`src/rtl/alu_md.sv`:
```
`default_nettype none
// alu_md: single-issue integer ALU with an iterative shift-add multiplier and a restoring divider.
// Revision 1.0 -- initial release
module alu_md #(
  parameter int XLEN = 32
) (
  input  logic            i_clk,
  input  logic            i_rst_n,
  input  logic            i_valid,
  output logic            o_ready,
  input  logic            i_mext,
  input  logic [2:0]      i_opsel,
  input  logic            i_sub,
  input  logic            i_unsigned,
  input  logic            i_arith,
  input  logic [XLEN-1:0] i_op1,
  input  logic [XLEN-1:0] i_op2,
  output logic            o_valid,
  input  logic            i_ready,
  output logic [XLEN-1:0] o_result,
  output logic            o_eq,
  output logic            o_slt
);

  localparam int SHW = $clog2(XLEN);
  localparam int CW  = $clog2(XLEN + 1);
  localparam logic [XLEN-1:0] MIN_NEG = {1'b1, {(XLEN-1){1'b0}}};

  typedef enum logic [1:0] {
    IDLE = 2'd0,
    MUL  = 2'd1,
    DIV  = 2'd2,
    DONE = 2'd3
  } state_t;

  state_t state, state_nx;

  logic [CW-1:0]   cnt;
  logic [XLEN-1:0] opa, acc, lo;
  logic            neg_q, neg_r, sel_alt;
  logic            last;

  logic [SHW-1:0]  shamt;
  logic            lt;
  logic [XLEN-1:0] base_res;

  logic            is_div, sgn1, sgn2, neg1, neg2;
  logic            div_zero, div_ovf, div_bypass;
  logic [XLEN-1:0] mag1, mag2, bypass_res;

  logic [XLEN:0]     mul_sum;
  logic [2*XLEN-1:0] mul_prod, mul_fin;
  logic [XLEN:0]     rem_sh, rem_diff;
  logic [XLEN-1:0]   div_rem, div_quo, quo_fin, rem_fin;

  assign o_ready = (state == IDLE);
  assign o_valid = (state == DONE);
  assign shamt   = i_op2[SHW-1:0];
  assign last    = (cnt == CW'(XLEN - 1));

  // Base ALU, evaluated on live inputs and captured only at acceptance
  always_comb begin
    lt       = i_unsigned ? (i_op1 < i_op2) : ($signed(i_op1) < $signed(i_op2));
    base_res = '0;
    case (i_opsel)
      3'b000: base_res = i_sub ? (i_op1 - i_op2) : (i_op1 + i_op2);
      3'b001: base_res = i_op1 << shamt;
      3'b010,
      3'b011: base_res = {{(XLEN-1){1'b0}}, lt};
      3'b100: base_res = i_op1 ^ i_op2;
      3'b101: begin
        if (i_arith) base_res = $signed(i_op1) >>> shamt;
        else         base_res = i_op1 >> shamt;
      end
      3'b110: base_res = i_op1 | i_op2;
      default: base_res = i_op1 & i_op2;
    endcase
  end

  // Signed M ops run on magnitudes; the sign is reapplied on the final step
  always_comb begin
    is_div     = i_opsel[2];
    sgn1       = is_div ? ~i_opsel[0] : (i_opsel[1:0] == 2'b01 || i_opsel[1:0] == 2'b10);
    sgn2       = is_div ? ~i_opsel[0] : (i_opsel[1:0] == 2'b01);
    neg1       = sgn1 & i_op1[XLEN-1];
    neg2       = sgn2 & i_op2[XLEN-1];
    mag1       = neg1 ? -i_op1 : i_op1;
    mag2       = neg2 ? -i_op2 : i_op2;
    div_zero   = (i_op2 == '0);
    div_ovf    = ~i_opsel[0] && (i_op1 == MIN_NEG) && (i_op2 == '1);
    div_bypass = is_div && (div_zero || div_ovf);
    if (div_zero) bypass_res = i_opsel[1] ? i_op1 : '1;
    else          bypass_res = i_opsel[1] ? '0 : i_op1;
  end

  assign mul_sum  = {1'b0, acc} + (lo[0] ? {1'b0, opa} : {(XLEN+1){1'b0}});
  assign mul_prod = {mul_sum, lo[XLEN-1:1]};
  assign mul_fin  = neg_q ? -mul_prod : mul_prod;

  assign rem_sh   = {acc, lo[XLEN-1]};
  assign rem_diff = rem_sh - {1'b0, opa};
  assign div_rem  = rem_diff[XLEN] ? rem_sh[XLEN-1:0] : rem_diff[XLEN-1:0];
  assign div_quo  = {lo[XLEN-2:0], ~rem_diff[XLEN]};
  assign quo_fin  = neg_q ? -div_quo : div_quo;
  assign rem_fin  = neg_r ? -div_rem : div_rem;

  always_ff @(posedge i_clk or negedge i_rst_n) begin
    if (!i_rst_n) state <= IDLE;
    else          state <= state_nx;
  end

  always_comb begin
    state_nx = state;
    case (state)
      IDLE: begin
        if (i_valid) begin
          if (!i_mext || div_bypass) state_nx = DONE;
          else if (i_opsel[2])       state_nx = DIV;
          else                       state_nx = MUL;
        end
      end
      MUL, DIV: if (last) state_nx = DONE;
      DONE:     if (i_ready) state_nx = IDLE;
      default:  state_nx = IDLE;
    endcase
  end

  always_ff @(posedge i_clk or negedge i_rst_n) begin
    if (!i_rst_n) begin
      o_result <= '0;
      o_eq     <= 1'b0;
      o_slt    <= 1'b0;
      cnt      <= '0;
      opa      <= '0;
      acc      <= '0;
      lo       <= '0;
      neg_q    <= 1'b0;
      neg_r    <= 1'b0;
      sel_alt  <= 1'b0;
    end else begin
      case (state)
        IDLE: begin
          if (i_valid) begin
            cnt <= '0;
            acc <= '0;
            if (!i_mext) begin
              o_result <= base_res;
              o_eq     <= (i_op1 == i_op2);
              o_slt    <= lt;
            end else begin
              o_eq    <= 1'b0;
              o_slt   <= 1'b0;
              sel_alt <= is_div ? i_opsel[1] : (i_opsel[1:0] != 2'b00);
              neg_q   <= neg1 ^ neg2;
              neg_r   <= neg1;
              if (div_bypass) begin
                o_result <= bypass_res;
              end else if (is_div) begin
                opa <= mag2;
                lo  <= mag1;
              end else begin
                opa <= mag1;
                lo  <= mag2;
              end
            end
          end
        end
        MUL: begin
          cnt <= cnt + CW'(1);
          if (last) o_result <= sel_alt ? mul_fin[2*XLEN-1:XLEN] : mul_fin[XLEN-1:0];
          else      {acc, lo} <= mul_prod;
        end
        DIV: begin
          cnt <= cnt + CW'(1);
          if (last) begin
            o_result <= sel_alt ? rem_fin : quo_fin;
          end else begin
            acc <= div_rem;
            lo  <= div_quo;
          end
        end
        default: ;
      endcase
    end
  end

endmodule
`default_nettype wire

```
`config.mk`:
```
export PLATFORM = sky130hd
export DESIGN_NAME = alu_md
export DESIGN_NICKNAME = d
export VERILOG_FILES = /design/src/rtl/alu_md.sv
export SDC_FILE = /design/constraint.sdc
export NUM_CORES = 1
export LEC_CHECK = 0
export BUFFER_PORTS_ARGS = -buffer_cell sky130_fd_sc_hd__buf_2
export CORE_UTILIZATION = 52
export DETAILED_ROUTE_END_ITERATION = 8
export GPL_TIMING_DRIVEN = 0
export PLACE_DENSITY = 0.73
export SYNTH_ARGS = -nofsm -noshare
export SYNTH_HDL_FRONTEND = slang
export SYNTH_SLANG_ARGS = --single-unit
export TNS_END_PERCENT = 20
```
`constraint.sdc`:
```
create_clock -name i_clk -period 12.6 [get_ports i_clk]
set_clock_uncertainty 0.2 [all_clocks]
set_input_delay 0.63 -clock i_clk [delete_from_list [all_inputs] [get_ports i_clk]]
set_output_delay 0.63 -clock i_clk [all_outputs]
set_load 0.02 [all_outputs]
```
==> results by group <==
Outcome
  • Status: complete, but fails checks
  • Violated checks: capacitance limit, slew limit

Clocking
  • Clock Sinks: 141
  • CTS tree: done
  • Clock slew at reported path FFs: 0.07 ns
  • Post-CTS sizing: 0
  • Hold Buf Count CTS: 1
  • CTS buffer count: 17
  • Number of post-CTS setup repair buffers: 0
  • Worst-skew pair later-pin latency: 0.48 ns
  • Clk root buf: clkbuf_16
  • Clock tree buffer depth: 2
  • H-tree depth: 4

Critical path
  • CP endpoint kind: flip-flop
  • CP arrival: 9.29 ns
  • Worst Setup Start Kind: flip-flop
  • CP Cell Sequence: clkbuf_1 > inv_1 > ha_1 > fa_1 > nand2b_1 > a211o_1 > a21o_1 > o21ai_1 > a31oi_1 > xnor2_1 > inv_2 > clkbuf_1 > clkbuf_1 > nor2_1 > a21oi_1 > ha_1 > nand4_1 > nor2_1 > a32oi_1 > nor4_1 > nand2b_1 > mux2_2 > a311oi_1 > nor3_1
  • CP Max Fanout: 10
  • WS Path Type: flip-flop to flip-flop
  • Cell mode on critical path: clkbuf_1
  • Slowest cell on crit path: clkbuf_1
  • R2r setup slk: 3.43 ns
  • Slowest stage delay, CP: 0.81 ns
  • Worst endpoint required time: 12.73 ns

Place
  • Routability cong.: 1.15
  • # port buffers: 107
  • DPL Wire Length: 112 mm
  • Area after DPL: 26700 sq um
  • Placed Cells: 4368

Route
  • Vias: 32176
  • DR vias/cell: 7.30
  • Routed Antenna Nets: 0
  • Drt wl/cell: 32.1 um
  • Pre-antenna DRT Iters: 6
  • Drt drc: 0
  • Final wirelength: 141 mm
  • Initial DRC Count: 4637

Power and ir drop
  • Total power: 7.36 mW
  • Leak pwr: 11.0 nW
  • Pwr/cell area: 269 nW/um^2
  • Worst VDD drop: 155 uV

Logic synthesis
  • Synth Register Bits: 141
  • Mean Syn Cell Area: 6.95 sq um
  • Synthesized area: 25300 sq um
  • Most used flip-flop cell after synthesis: dfrtp_1
  • Ys Warns: 0
  • Mapped Cells: 3644
  • Async set-reset flop share out of synthesis: 100%
  • Post-synth EDFFs: 0
  • Sequential fraction of the synthesis area: 13.9%
  • Synthesized netlist net count: 3900
  • Synth cell types: 97

Finish
  • Nets: 4030
  • Final std cells w/o fill: 4407
  • Design Area, Final: 27300 sq um
  • Area Overhead vs Synth: 7.80%
  • Share of cells above drive strength 1: 6.79%

STA
  • Hold WS: 0.280 ns
  • Final period util: 72.8%
  • Max transition margin: -5.58%
  • Final setup violation count: 0
  • Setup tns final: 0 ns
  • Least-Margin Pin Slew: 1.57 ns
  • Max Clk Rate: 109 MHz
  • Final Hold Vio Count: 0
  • RSZ-0062 raised after global routing: no
  • Max Slew Vio Count: 2
  • Minimum clock period: 9.17 ns

Global route
  • Largest net degree at the start of global routing: 96
  • GRT Overall Usage: 56.2%
  • Initial antenna violation count: 9
  • GRT overflow: 0
  • Vias in the first global route: 30815
  • Global-route wire length before repair: 205 mm

Floorplanning
  • Die area: 49600 sq um
  • Die Span Y: 223 um
  • # rows: 80
  • Core area: 47800 sq um
  • Die width: 223 um
  • Starting density of the core: 52.9%
  • Boundary Pins: 111

Min path
  • HP Class: flip-flop to flip-flop

Run
  • # Max-Cap Violations: 1
registers in the layout (all words and copies together) (netlist names):
register	flops
acc	32
lo	32
o_result	32
opa	32
cnt	6
state	2
neg_q	1
neg_r	1
o_eq	1
o_slt	1
sel_alt	1
routing by layer:
metal	vias up	track usage (%)	wire [um]
li1	13636	-	-
met1	14944	59.9	46700
met2	2592	84.8	59200
met3	998	18.4	17000
met4	6	59.7	18600
met5	-	0	42
Yosys cell counts, drive strengths merged, types with 23 or more instances:
cell type / count / share of area, %
nor4: 24 / 0.64
xor2: 69 / 2.4
a21o: 44 / 1.3
nor2: 432 / 6.4
or3: 32 / 0.83
inv: 166 / 2.5
ha: 177 / 8.7
a31oi: 39 / 0.96
clkbuf: 272 / 4.0
dfrtp: 141 / 14
o211ai: 60 / 1.8
o21a: 27 / 0.80
a221oi: 40 / 1.4
and2: 29 / 0.72
a22oi: 27 / 0.80
buf: 33 / 0.57
nand2b: 23 / 0.57
mux2i: 67 / 2.6
nand3: 58 / 1.1
o31ai: 61 / 1.8
a211oi: 55 / 1.6
a221o: 32 / 1.3
nor3: 76 / 1.5
xnor2: 167 / 5.8
nand2: 337 / 5.0
o21ai: 372 / 7.4
nand4: 34 / 0.84
a21oi: 348 / 6.9
o22ai: 31 / 0.77
mux4: 41 / 3.6
final cells by class:
cell class / count / area [sq um]
clock inverter: 13 / 130
timing repair buffer: 111 / 598
clock buffer: 19 / 443
tap: 615 / 769
multi-input combinational: 3030 / 20000
fill: 4847 / 20500
sequential: 141 / 3530
inverter: 168 / 631
buffer: 305 / 1170
antenna: 5 / 12.5
cells by family (layout without fill, tap and decap cells):
kind of cell               after synthesis  in the layout  synth area share (%)
AOI/OAI and AO/OA                     1333           1333                  33.7
buffers and inverters                  473            616                  7.09
and+or+nand+nor                       1150           1150                  20.8
other                                    0              5                     0
muxes                                  130            130                  7.27
xor gates and xnor gates               236            236                  8.16
adders and majority gates              181            181                  9.06
DFF                                    141            141                  13.9
cells in the final DEF (no fill, tap or decap), drive strengths merged, types with 15 or more instances in the layout:
cell type,n
a2111oi,15
a211o,16
a211oi,55
a21o,44
a21oi,348
a221o,32
a221oi,40
a22oi,27
a31oi,39
and2,29
and3,20
buf,143
clkbuf,291
dfrtp,141
ha,177
inv,172
mux2,22
mux2i,67
mux4,41
nand2,337
nand2b,23
nand3,58
nand4,34
nor2,432
nor2b,15
nor3,76
nor4,24
o211ai,60
o21a,27
o21ai,372
o21bai,16
o22ai,31
o311ai,18
o31ai,61
or2,15
or3,32
or4,22
xnor2,167
xor2,69
final timing paths:
| kind | start | end | depth (start not counted) |
|---|---|---|---|
| max in group asynchronous | i_rst_n | o_result[0]$_DFFE_PN0P_ | 3 |
| max | lo[31]$_DFFE_PN0P_ | o_result[22]$_DFFE_PN0P_ | 24 |
| max reg2reg | lo[31]$_DFFE_PN0P_ | o_result[22]$_DFFE_PN0P_ | 24 |
| min reg2reg | o_result[4]$_DFFE_PN0P_ | o_result[4]$_DFFE_PN0P_ | 2 |
| min in group asynchronous | i_rst_n | acc[26]$_DFFE_PN0P_ | 2 |
| min | o_result[4]$_DFFE_PN0P_ | o_result[4]$_DFFE_PN0P_ | 2 |
stage by stage:
| stage | worst slack [ns] | util (%) |
|---|---|---|
| global route | 3.49 | 57.0 |
| CTS | 4.06 | 57.0 |
| global placement | 4.15 | 55.7 |
| floorplan | 7.03 | - |
| detailed placement | 4.12 | 55.8 |
| finish | 3.43 | 57.1 |
critical path: cells and delay by family (launching register included):
kind	cells	cell delay, ns
AO/OA/AOI/OAI	7	2.50
XOR/XNOR	1	0.39
adder cells (fa/ha/maj)	3	1.01
buffers and inverters	5	2.58
flip-flops	1	0.32
multiplexers	1	0.32
AND/OR/NAND/NOR	7	1.66
power by group:
part / leakage (nW) / switching (mW) / total (mW) / internal, mW
Clock: 0.268 / 0.245 / 0.526 / 0.281
Combinational: 8.99 / 4.13 / 5.96 / 1.83
Sequential: 1.76 / 0.201 / 0.872 / 0.671
Total: 11.0 / 4.57 / 7.36 / 2.78
Power figures use the tool's default switching activity.
